## config.mk

```make
export PLATFORM = sky130hd
export DESIGN_NAME = alsu_wide
export DESIGN_NICKNAME = d
export VERILOG_FILES = /design/src/rtl/alsu_wide.sv
export SDC_FILE = /design/constraint.sdc
export NUM_CORES = 1
export LEC_CHECK = 0
export CORE_MARGIN = 2
export CORE_UTILIZATION = 40
export CTS_CLUSTER_DIAMETER = 50
export DETAILED_ROUTE_END_ITERATION = 8
export PLACE_DENSITY = 0.61
export SLEW_MARGIN = 20
export SYNTH_ARGS = -nofsm -noshare
export SYNTH_HDL_FRONTEND = slang
export SYNTH_SLANG_ARGS = --single-unit
```

## constraint.sdc

```tcl
create_clock -name clk -period 4.2 [get_ports clk]
set_input_delay 0.84 -clock clk [delete_from_list [all_inputs] [get_ports clk]]
set_output_delay 0.84 -clock clk [all_outputs]
set_load 0.02 [all_outputs]
```

## src/rtl/alsu_wide.sv

```systemverilog
// Parametrised two-stage ALSU with a valid tag, hold-on-bubble behaviour and a saturating invalid-op counter.
// Latency: inputs sampled at edge N update out/out_valid/leds/err_cnt at edge N+1.
// Backpressure: none; accepts one operation per cycle and idles on in_valid=0.
module alsu_wide #(
   parameter int    WIDTH          = 3,
   parameter string INPUT_PRIORITY = "A",
   parameter string FULL_ADDER     = "ON",
   parameter int    LED_WIDTH      = 16,
   parameter int    ERR_W          = 8
) (
   input  logic                      clk,
   input  logic                      rst,
   input  logic                      in_valid,
   input  logic signed [WIDTH-1:0]   A,
   input  logic signed [WIDTH-1:0]   B,
   input  logic                      cin,
   input  logic                      serial_in,
   input  logic                      red_op_A,
   input  logic                      red_op_B,
   input  logic                      bypass_A,
   input  logic                      bypass_B,
   input  logic                      direction,
   input  logic [2:0]                opcode,
   output logic signed [2*WIDTH-1:0] out,
   output logic                      out_valid,
   output logic [LED_WIDTH-1:0]      leds,
   output logic [ERR_W-1:0]          err_cnt
);

   localparam int OW      = 2*WIDTH;
   localparam bit PRI_A   = (INPUT_PRIORITY == "A");
   localparam bit USE_CIN = (FULL_ADDER == "ON");

   logic signed [WIDTH-1:0] a_r, b_r;
   logic                    vld_r, cin_r, ser_r, red_a_r, red_b_r, byp_a_r, byp_b_r, dir_r;
   logic [2:0]              op_r;

   logic signed [OW-1:0]    a_ext, b_ext, nxt_out;
   logic                    invalid, pick_a_red, pick_a_byp;

   // Stage 1: unconditional capture of every input, including the valid tag.
   always_ff @(posedge clk or posedge rst) begin
      if (rst) begin
         a_r     <= '0;
         b_r     <= '0;
         vld_r   <= 1'b0;
         cin_r   <= 1'b0;
         ser_r   <= 1'b0;
         red_a_r <= 1'b0;
         red_b_r <= 1'b0;
         byp_a_r <= 1'b0;
         byp_b_r <= 1'b0;
         dir_r   <= 1'b0;
         op_r    <= '0;
      end else begin
         a_r     <= A;
         b_r     <= B;
         vld_r   <= in_valid;
         cin_r   <= cin;
         ser_r   <= serial_in;
         red_a_r <= red_op_A;
         red_b_r <= red_op_B;
         byp_a_r <= bypass_A;
         byp_b_r <= bypass_B;
         dir_r   <= direction;
         op_r    <= opcode;
      end
   end

   // Stage-2 datapath: decode the registered operation into the next result value.
   always_comb begin
      a_ext      = {{WIDTH{a_r[WIDTH-1]}}, a_r};
      b_ext      = {{WIDTH{b_r[WIDTH-1]}}, b_r};
      invalid    = ((red_a_r | red_b_r) & (op_r[1] | op_r[2])) | (op_r[1] & op_r[2]);
      // When both flags are set the configured priority operand wins.
      pick_a_red = red_a_r & (~red_b_r | PRI_A);
      pick_a_byp = byp_a_r & (~byp_b_r | PRI_A);
      nxt_out    = '0;
      if (invalid) begin
         nxt_out = '0;
      end else if (byp_a_r | byp_b_r) begin
         nxt_out = pick_a_byp ? a_ext : b_ext;
      end else begin
         case (op_r)
            3'd0: begin
               if (red_a_r | red_b_r)
                  nxt_out = {{(OW-1){1'b0}}, pick_a_red ? |a_r : |b_r};
               else
                  nxt_out = a_ext | b_ext;
            end
            3'd1: begin
               if (red_a_r | red_b_r)
                  nxt_out = {{(OW-1){1'b0}}, pick_a_red ? ^a_r : ^b_r};
               else
                  nxt_out = a_ext ^ b_ext;
            end
            3'd2:    nxt_out = a_ext + b_ext + {{(OW-1){1'b0}}, cin_r & USE_CIN};
            3'd3:    nxt_out = a_ext * b_ext;
            3'd4:    nxt_out = dir_r ? {out[OW-2:0], ser_r} : {ser_r, out[OW-1:1]};
            3'd5:    nxt_out = dir_r ? {out[OW-2:0], out[OW-1]} : {out[0], out[OW-1:1]};
            default: nxt_out = '0;
         endcase
      end
   end

   // Stage 2: commit results only for valid ops; bubbles hold everything but out_valid.
   always_ff @(posedge clk or posedge rst) begin
      if (rst) begin
         out       <= '0;
         out_valid <= 1'b0;
         leds      <= '0;
         err_cnt   <= '0;
      end else begin
         out_valid <= vld_r;
         if (vld_r) begin
            out <= nxt_out;
            if (invalid) begin
               leds <= ~leds;
               if (err_cnt != {ERR_W{1'b1}})
                  err_cnt <= err_cnt + 1'b1;
            end else begin
               leds <= '0;
            end
         end
      end
   end

endmodule

```

# Word-level counts from Yosys, hierarchy flattened
# Index checks and enable logic that the tools add are counted.
classes:
  addsub: 3
  multipliers: 1
  n_eq_ne: 6
  mux: 11
  n_bitwise: 9
  reduce_logical: 6
op_table:
  columns: ["operator", "count"]
  rows:
  - ["6-bit two-way mux", 7]
  - ["6-bit case mux with 6 select lines", 1]
  - ["16-bit two-way mux", 1]
  - ["16-bit NOT", 1]
  - ["8-bit by 1-bit adder with 8-bit output (second input constant)", 1]
  - ["8-bit inequality test (second input constant)", 1]
  - ["3-bit by 2-bit equality test with 1-bit output (second input constant)", 2]
  - ["3-bit equality test (second input constant)", 2]
  - ["3-bit by 3-bit multiplier with 6-bit output", 1]
  - ["3-bit OR reduction", 2]
  - ["3-bit XOR reduction", 2]
  - ["4-bit by 2-bit adder with 5-bit output", 1]
  - ["3-bit by 3-bit adder with 4-bit output", 1]
  - ["1-bit OR", 4]
  - ["3-bit by 1-bit equality test with 1-bit output (second input constant)", 1]
  - ["3-bit zero test", 1]
  - ["3-bit OR", 1]
  - ["3-bit AND reduction", 1]
  - ["3-bit bitwise XOR", 1]
  - ["1-bit AND", 2]
  - ["1-bit two-way mux", 2]
word_totals:
  register_bits: 48
  inputBits: 19
  out_inout_bits: 31
  wordCells: 51

# Depth between registers and ports, before layout
# Gate-level depths: netlist (run 1).
logic_depth:
  ltp_word: 6
  depth_mapped: 12
  ltp_nobuf: 12

# Worst setup path before layout (run 1)
# Ideal clock, no wire load.
synth_timing:
  path_type: "register -> register"
  start: "register a_r[2]"
  end: "register out[5]"
  setup_ns: 0.140
  arrival_time_ns: 3.037
  required_ns: 4.060
  slack_ns: 1.023
  stages_incl_launch_ff: 11
  n_path_buf: 0
  period_less_slack_ns: 3.177
  cell_sequence: "dfrtp_1 nand2_1 fa_1 inv_1 ha_1 ha_1 fa_1 xnor3_1 xor2_1 a2111oi_0 o22ai_1"
synth_between:
  elab_chain_cells: 5
  word_cells_on_any_way: 11
  classes_between: "add/sub: 2; mul: 1; mux: 6; bitwise: 2"
synth_rtl:
  columns: ["item", "line_no", "source"]
  rows:
  - ["start: declaration", "34", "logic signed [WIDTH-1:0] a_r, b_r;"]
  - ["start signal: assignment", "44", "a_r <= '0;"]
  - ["start signal: assignment", "56", "a_r <= A;"]
  - ["3-bit by 3-bit adder with 4-bit output, or another cell as far along", "97", "3'd2: nxt_out = a_ext + b_ext + {{(OW-1){1'b0}}, cin_r & USE_CIN};"]
  - ["4-bit by 2-bit adder with 5-bit output, or another cell as far along", "97", null]
  - ["6-bit case mux with 6 select lines", "84", "case (op_r)"]
  - ["6-bit two-way mux (*)", "81", "end else if (byp_a_r | byp_b_r) begin"]
  - ["6-bit two-way mux (*)", "79", "if (invalid) begin"]
  - ["end signal: assignment", "116", "out <= nxt_out;"]
  - ["end: declaration", "24", "output logic signed [2*WIDTH-1:0] out,"]
# Mark *: on every way between the ends. The rest lies on a longest branch, timed or not.
# A chain may end at the register's enable or synchronous reset.

# Final worst setup path (run 1)
# Same ends and word-level chain as after synthesis.

==> impl_metrics.csv, run 1 <==
group,metric,value,unit
outcome,status,"finished, final reports clean",
floorplanning,coreArea,6310,um^2
global_route,grt_max_degree,49,
worst_setup_path,crit_arrival,3.60,ns
layout,final_layout_size_suffix_gt1_share,6.14,%
sta,setup_viol,0,
floorplanning,die_area,7130,um^2
global_route,grt_usage,15.9,%
detailed_routing,wl_per_cell,14.7,um
global_route,grt_antenna_before_repair,0,
detailed_routing,vias_per_cell,5.04,
clocking,root_buffer,"clkbuf_8",
yosys,seq_area_frac_synth,46.4,%
sta,setup_ws,0.763,ns
worst_setup_path,cp.required,4.37,ns
yosys,syn_nets,270,
sta,min_period,3.44,ns
detailed_routing,route.vias.total,1785,
clocking,cts_made_buffers,5,
yosys,ys_types,45,
power_and_ir_drop,peakVddDrop,0.000233,V
sta,slew_violations,0,
placement,dpl.hpwl,3760,um
clocking,clock_sinks,48,
worst_setup_path,critical_path_class,"flop to flop",
worst_setup_path,r2r_cells,10,
run,maxCapViolations,0,
clocking,hold_buffers,0,
sta,worst_slew_pin_slew,0.835,ns
floorplanning,dieHeight,84.5,um
sta,hold_viol_final,0,
worst_setup_path,path_max_fanout,8,
yosys,netlist_area,2590,um^2
placement,numPortBuffers,49,
global_route,first_global_vias,1851,
yosys,async_flop_share,100,%
layout,diodes,0,
power_and_ir_drop,power.density,395,nW/um^2
sta,relSlewSlack,44.3,%
clocking,cts_tree,"built",
global_route,overflow,0,
layout,fin_nets,318,
layout,area.growth.synth_to_final,24.8,%
clocking,cts_buffer_depth,2,
floorplanning,die_w,84.5,um
yosys,synthCells,228,
min_path,min-delay-path-class,"flop to flop",
yosys,ys.flop_type,"dfrtp_1",
sta,rsz0062_at_grt,"no",
floorplanning,num_io_pins,50,
floorplanning,initial_utilization,41.0,%
sta,min_period_over_period,81.8,%
power_and_ir_drop,leakage,1.47,nW
layout,fillers,599,
min_path,hold_path_depth,1,
clocking,htree_levels,2,
clocking,path_clk_slew,0.09,ns
placement,pre_cts_ws,0.782,ns
clocking,insertion_delay,0.31,ns
worst_setup_path,worst_setup_path_end_kind,"flop",
worst_setup_path,start_kind,"flop",
clocking,cts_setup_buffers,0,
power_and_ir_drop,finalPower,1.28,mW
detailed_routing,dr.pass1.iters,4,
floorplanning,num_rows,29,
placement,place.gp.congestion,0.849,
sta,fin_setup_tns,0,ns
yosys,synth_edf_count,0,
yosys,ys_ff_latch,48,
global_route,grt_pass1_wl,9140,um
sta,fmax,0.291,GHz
detailed_routing,detail-route-antenna-nets,0,
detailed_routing,dr.first_iter.drc_count,114,
sta,clock_skew,0.00582,ns
detailed_routing,drc,0,
yosys,yosys_warnings,0,
clocking,cts_resized,0,
yosys,synth.avg_cell_area,11.4,um^2
detailed_routing,wl,5190,um
-- state kept, by name, indices dropped and copies added, names as in the netlist, 3 cells and up --
name / count
out: 6
op_r: 3
err_cnt: 8
leds: 16
b_r: 3
a_r: 3
-- area by class of cell --
cell class / count / area [um^2] / share of cell area (%)
Clock buffer: 6 / 82.6 / 2.55
Tap cell: 77 / 96.3 / 2.98
Inverter: 21 / 80.1 / 2.48
Clock inverter: 2 / 13.8 / 0.426
Multi-Input combinational cell: 151 / 1270 / 39.2
Sequential cell: 48 / 1200 / 37.2
Timing Repair Buffer: 49 / 490 / 15.2
-- path summary, 6_finish.rpt --
kind	end	start	slack [ns]
max	out[5]	a_r[2]	0.76
min in group asynchronous	b_r[1]	rst	0.97
max reg2reg	out[5]	a_r[2]	0.76
max in group asynchronous	ser_r	rst	2.72
min	leds[15]	leds[15]	0.47
min reg2reg	leds[15]	leds[15]	0.47
-- stage by stage --
stage	area, um^2	instances	utilization [%]	hold slack (ns)
after floorplan	2590	228	-	0.352
after global placement	3140	346	49.7	0.457
after detailed placement	3140	346	49.7	0.465
after CTS	3230	354	51.2	0.478
after global routing	3230	354	51.2	0.498
final	3230	354	51.2	0.473
-- Yosys cell counts, drive strengths merged (2+ instances only) --
cell,number,share of area [%]
ha,15,7.2
inv,21,3.0
a31oi,4,0.97
xor2,4,1.4
clkbuf,4,0.58
a21oi,9,1.7
nand3,4,0.77
a2111oi,2,0.68
o31ai,3,1.4
o22ai,6,1.4
buf,4,1.0
fa,8,6.2
nor4,3,0.72
a211oi,4,1.2
mux2i,23,8.9
and3,5,1.2
nor2,10,1.4
o21ai,3,0.58
nor2b,4,0.97
or2,2,0.48
nor3,2,0.39
xnor2,4,1.4
nand2b,2,0.48
nor3b,2,0.58
nand2,14,2.0
dfrtp,48,46
mux2,3,1.3
-- power breakdown --
group | internal (mW) | switching, mW
Clock | 0.135 | 0.164
Sequential | 0.524 | 0.0777
Combinational | 0.196 | 0.179
-- critical path, cell delays in order, from the launching register on --
cell and delay (ns):
dfrtp_1 0.51, nand2_1 0.20, fa_1 0.56, inv_1 0.04, ha_1 0.29, ha_1 0.21
fa_1 0.39, xnor3_1 0.35, xor2_1 0.17, a2111oi_0 0.46, o22ai_1 0.12
-- layer usage --
metal	GRT usage, %	share of wire [%]
met4	4.76	1.3
met3	3.05	3.8
met1	22.9	48
met2	24.6	47
met5	0	0
-- logic make-up after synthesis --
logic type | Yosys count | share of synthesized area, %
simple gates | 55 | 11.4
mux | 26 | 10.2
compound gates | 38 | 10.3
flops | 48 | 46.4
buf+inv | 29 | 4.64
xor+xnor | 9 | 3.57
fa+ha+maj | 23 | 13.4
-- placed cells by master (no fill, tap or decap), types with 2 or more instances in the layout --
cell type        netlist  final
o22ai_1                6      6
dfrtp_1               48     48
clkdlybuf4s50_1        0     49
a21oi_1                9      9
fa_1                   8      8
mux2_2                 3      3
nor2_1                10     10
nand3_1                4      4
clkinv_2               0      2
and3_1                 5      5
inv_1                 21     20
a2111oi_0              2      2
mux2i_1               23     23
a211oi_1               4      4
nor2b_1                4      4
clkbuf_8               0      6
nand2_1               14     14
ha_1                  15     15
o21ai_0                2      2
nor4_1                 3      3
nand2b_1               2      2
nor3b_1                2      2
nor3_1                 2      2
xnor2_1                4      4
a31oi_1                4      4
xor2_1                 4      4
o31ai_1                2      2
or2_2                  2      2
Note: power is estimated with default switching activity, not from simulation.
==> inputs of run 2 (changes only) <==
- PLACE_DENSITY: 0.61 -> 0.64
- clock period: 4.2 -> 3 ns (I/O delays scaled with it)
==> impl_metrics.csv, run 2 (synthesis gave the netlist of run 1 again) <==
group,metric,value,unit
worst_setup_path,cpMaxStageDelayCell,"fa_1",
detailed_routing,wl,5420,um
sta,setup_viol,0,
floorplanning,num_io_pins,50,
power_and_ir_drop,power.density,578,nW/um^2
sta,min_period,2.94,ns
worst_setup_path,r2r-start,"a_r[2]",
layout,fin_nets,329,
layout,largest-register,"leds",
worst_setup_path,worst_setup_path_end_kind,"flop",
global_route,grt_usage,15.8,%
worst_setup_path,cp.required,3.18,ns
global_route,first_global_vias,1904,
sta,holdWs,0.474,ns
floorplanning,num_rows,29,
sta,worst_slew_pin_slew,0.530,ns
layout,area.growth.synth_to_final,30.0,%
floorplanning,initial_utilization,41.0,%
layout,top_regs,"leds (16), err_cnt (8), out (6)",
clocking,root_buffer,"clkbuf_8",
detailed_routing,vias_per_cell,5.12,
power_and_ir_drop,leakage,1.54,nW
layout,final_layout_size_suffix_gt1_share,11.5,%
detailed_routing,dr.pass1.iters,4,
detailed_routing,detail-route-antenna-nets,0,
worst_setup_path,critical_path_class,"flop to flop",
sta,min_period_over_period,98.0,%
layout,final_core_util,53.3,%
layout,final_cell_mix,"49 x clkdlybuf4s50_1, 45 x dfrtp_1, 23 x mux2i_1",
worst_setup_path,cpPeakStageDelay,0.54,ns
layout,largest_reg_flops,16,
detailed_routing,route.vias.total,1868,
worst_setup_path,cp_num_buf_inv,1,
floorplanning,die_w,84.5,um
clocking,htree_levels,2,
sta,rsz0062_at_grt,"yes",
placement,place.gp.congestion,0.834,
sta,clock_skew,0.00943,ns
layout,fillers,611,
sta,hold_viol_final,0,
sta,slew_violations,0,
detailed_routing,drc,0,
floorplanning,coreArea,6310,um^2
sta,fmax,0.340,GHz
clocking,path_clk_slew,0.09,ns
power_and_ir_drop,peakVddDrop,0.000287,V
global_route,grt_antenna_before_repair,0,
min_path,worst_hold_startpoint,"leds[15]",
floorplanning,die_area,7130,um^2
global_route,overflow,0,
min_path,min-delay-path-class,"flop to flop",
placement,numPortBuffers,49,
worst_setup_path,start_kind,"flop",
layout,layout_commonest_cell,"clkdlybuf4s50_1",
worst_setup_path,path_max_fanout,5,
worst_setup_path,crit_start,"a_r[2]",
worst_setup_path,cp_top_family,"adder cells",
detailed_routing,dr.first_iter.drc_count,84,
sta,relSlewSlack,64.6,%
clocking,insertion_delay,0.31,ns
run,maxCapViolations,0,
clocking,cts_buffer_depth,2,
floorplanning,dieHeight,84.5,um
clocking,cts_tree,"built",
clocking,cts_made_buffers,5,
global_route,grt_pass1_wl,9030,um
global_route,grt_max_degree,26,
placement,dpl.hpwl,4010,um
outcome,status,"finished, final reports clean",
clocking,clock_sinks,48,
layout,diodes,0,
worst_setup_path,crit_arrival,3.12,ns
detailed_routing,wl_per_cell,14.9,um
worst_setup_path,path_cells,"nand2_4, fa_1, inv_1, ha_1, ha_1, fa_1, xnor3_1, xor2_1, a2111oi_1, o22ai_1",
-- run 2: timing repair --
item / 4_1_cts / 5_1_grt
endpoints found under the setup margin: 0 / 1
setup buffers: 0 / 1
gates resized for setup: 0 / 1
hold buffers: 0 / 0
-- run 2: metal layers --
metal,wire [um],GRT usage (%)
met1,2420,21.6
met2,2610,25.3
met3,312,2.95
met4,82,5.92
met5,0,0
-- run 2: final cells by class --
type	instances	area [um^2]	share of cell area, %
tap	77	96.3	2.86
multi-input combinational	151	1280	37.9
timing repair buffer	60	573	17.0
sequential	48	1200	35.8
inverter	21	78.8	2.34
clock buffer	5	68.8	2.04
clock inverter	3	68.8	2.04
-- run 2: per-stage QoR --
stage / setup slack (ns) / area, um^2 / instances / setup TNS [ns] / power [mW]
after detailed placement: 0.0542 / 3220 / 356 / 0 / 1.40
after global placement: 0.0999 / 3220 / 356 / 0 / 1.39
final: 0.0588 / 3370 / 365 / 0 / 1.95
after global routing: -0.0626 / 3370 / 365 / -0.0626 / 2.05
after floorplan: 0.154 / 2600 / 228 / 0 / 1.15
after CTS: 0.0177 / 3360 / 364 / 0 / 1.97
-- run 2: final timing paths --
kind / endpoint / slack, ns / cells past startpoint
max: out[5] / 0.06 / 10
min: leds[15] / 0.47 / 1
max reg2reg: out[5] / 0.06 / 10
min reg2reg: leds[15] / 0.47 / 1
max in group asynchronous: out[1] / 1.75 / 3
min in group asynchronous: a_r[0] / 0.64 / 2
-- run 2: power by group --
part,switching (mW),internal (mW),total (mW)
Combinational,0.260,0.282,0.542
Clock,0.231,0.335,0.567
Sequential,0.105,0.734,0.839
Total,0.596,1.35,1.95
==> inputs of run 3 (changes only) <==
- SLEW_MARGIN: 20 -> not set
==> results of run 3 <==
No change in the layout: final DEF, timing and power equal those of run 2.
==> variant: new RTL, flow settings as in run 1 <==
Add an input register stage for `bypass_A`, cleared by the reset; this delays it by one clock. The other inputs are not delayed to match.
--- a/src/rtl/alsu_wide.sv
+++ b/src/rtl/alsu_wide.sv
@@ -33,2 +33,12 @@
 
+   logic bypass_A_q;
+
+   always_ff @(posedge clk or posedge rst) begin
+      if (rst) begin
+         bypass_A_q <= '0;
+      end else begin
+         bypass_A_q <= bypass_A;
+      end
+   end
+
    logic signed [WIDTH-1:0] a_r, b_r;
@@ -62,3 +72,3 @@
          red_b_r <= red_op_B;
-         byp_a_r <= bypass_A;
+         byp_a_r <= bypass_A_q;
          byp_b_r <= bypass_B;
Check against the original RTL: not equivalent (a bounded check fails within 4 cycles, from zero or initial values and one cycle with rst high).
==> variant against run 1 <==
Area after synthesis rose by 0.97%; sequential cell count up 1; total power fell by 0.94%; wire length fell by 1.7%; via count rose by 2.5%; design area rose by 0.46%; clock power decreased by 6.7%; sequential power increased by 1%; setup slack better by 34 ps; die area grew 0.93%.
==> variant: results (changes against run 1) <==
{| class="wikitable"
! Metric !! Value
|-
| Outcome || complete, no violations
|-
| Post-Route Skew || 9.32 ps (+3.50 ps)
|-
| Critical path arrival || 3570 ps (-30 ps)
|-
| Synthesized net count || 271 (+0.37%)
|-
| Worst slack after detailed placement || 782 ps (-0.327 ps)
|-
| DP HPWL || 3750 µm (-0.22%)
|-
| Cell depth of the worst flop-to-flop path || 10 (unchanged)
|-
| Min-delay src || bypass_A_q$_DFF_PP0_
|-
| Worst Hold End || byp_a_r$_DFF_PP0_
|-
| Fraction of layout instances using a drive strength above 1 || 5.76% (-0.38 points)
|-
| Share of the yosys chip area belonging to registers || 46.9% (+0.51 points)
|-
| Vias/cell || 5.15 (+2.2%)
|-
| Filler cells || 567 (-5.3%)
|-
| Number of nets in the layout || 319 (+0.31%)
|-
| IR Drop Worst-Case VDD || 0.222 mV (-4.6%)
|-
| Actual transition at the worst max-transition pin || 816 ps (-19.1 ps)
|-
| Highest net fanout along the worst path || 8 (unchanged)
|-
| Longest Clk Path Bufs || 2 (unchanged)
|-
| Top cells by area, synth || sky130_fd_sc_hd__dfrtp_1 47%, sky130_fd_sc_hd__mux2i_1 8.8%, sky130_fd_sc_hd__ha_1 7.2%
|-
| Maximum number of pins on one net before global-route repair || 50 (+2.0%)
|-
| GP Congestion || 0.811 (-4.5%)
|-
| Final-layout worst hold slack || 354 ps (-120 ps)
|-
| Count of H-tree levels built during CTS || 2 (unchanged)
|-
| DP Cell Count || 347 (+0.29%)
|-
| Number of cells on the worst hold path || 0 (-1)
|-
| Average footprint of a synthesized cell || 11.4 µm² (+0.53%)
|-
| GRT Resource Usage Total || 15.2% (-0.71 points)
|-
| Via count of the first global-routing pass || 1782 (-3.7%)
|-
| Clock transition at the register clock pins on the worst setup and hold paths after CTS || 90 ps (about the same)
|-
| Slowest cell delay on critical path || 580 ps (+20 ps)
|-
| First-pass GRT wire length || 8800 µm (-3.7%)
|-
| Number of buffers inserted by post-CTS setup repair || 0 (unchanged)
|-
| Initial DRC count || 85 (-25%)
|-
| Wire length reported by the detailed router || 5100 µm (-1.7%)
|-
| Commonest cells in the netlist || 49 x sky130_fd_sc_hd__dfrtp_1, 23 x sky130_fd_sc_hd__mux2i_1, 21 x sky130_fd_sc_hd__inv_1
|-
| Leakage || 1.47 nW (+0.38%)
|-
| Non-filler cells, final || 355 (+0.28%)
|-
| Slack of the worst reg-to-reg path || 800 ps (+30 ps)
|}
## variant: cell count changes after synthesis, sizes merged
cell / change
dfrtp: +1
## variant: cell type report
class | instances | area (µm²) | area share (%)
multi-input cells | 151 | 1270 | 39.1
flip-flops and latches | 49 | 1230 | 37.8
repair buffers | 49 | 490 | 15.1
well taps | 77 | 96.3 | 2.97
inverters | 21 | 80.1 | 2.47
clock buffers | 6 | 72.6 | 2.23
clock inverters | 2 | 13.8 | 0.424
## variant: worst max-delay path by stage
stage,startpoint,end,slack (ps),cells past startpoint
2_1_floorplan,a_r[2]$_DFF_PP0_,out[5]$_DFFE_PP0P_,1020,10
3_3_place_gp,a_r[2]$_DFF_PP0_,out[5]$_DFFE_PP0P_,890,10
3_5_place_dp,a_r[2]$_DFF_PP0_,out[5]$_DFFE_PP0P_,780,10
4_1_cts,a_r[2]$_DFF_PP0_,out[5]$_DFFE_PP0P_,760,10
5_1_grt,a_r[2]$_DFF_PP0_,out[5]$_DFFE_PP0P_,530,10
6_report,a_r[2]$_DFF_PP0_,out[5]$_DFFE_PP0P_,800,10
## variant: report_power, final
part,leakage [nW],internal [W],switching [W]
clock network,0.0456,0.000119,0.000160
registers,0.597,0.000534,0.0000764
logic,0.830,0.000195,0.000179
total,1.47,0.000848,0.000415
## variant: kinds of logic after synthesis
family / share of synthesized area [%]
AOI/OAI and AO/OA: 10.2
xor gates and xnor gates: 3.54
adders and majority gates: 13.3
buffers and inverters: 4.59
DFF: 46.9
muxes: 10.1
and+or+nand+nor: 11.3
## variant: routing by layer
metal | vias to the layer above | track usage (%) | part of all wire [%]
met5 | - | 0 | 0
met4 | 0 | 4.47 | 1.6
met3 | 6 | 3.21 | 5.5
met2 | 55 | 23.0 | 46
met1 | 881 | 22.2 | 47
li1 | 888 | - | -
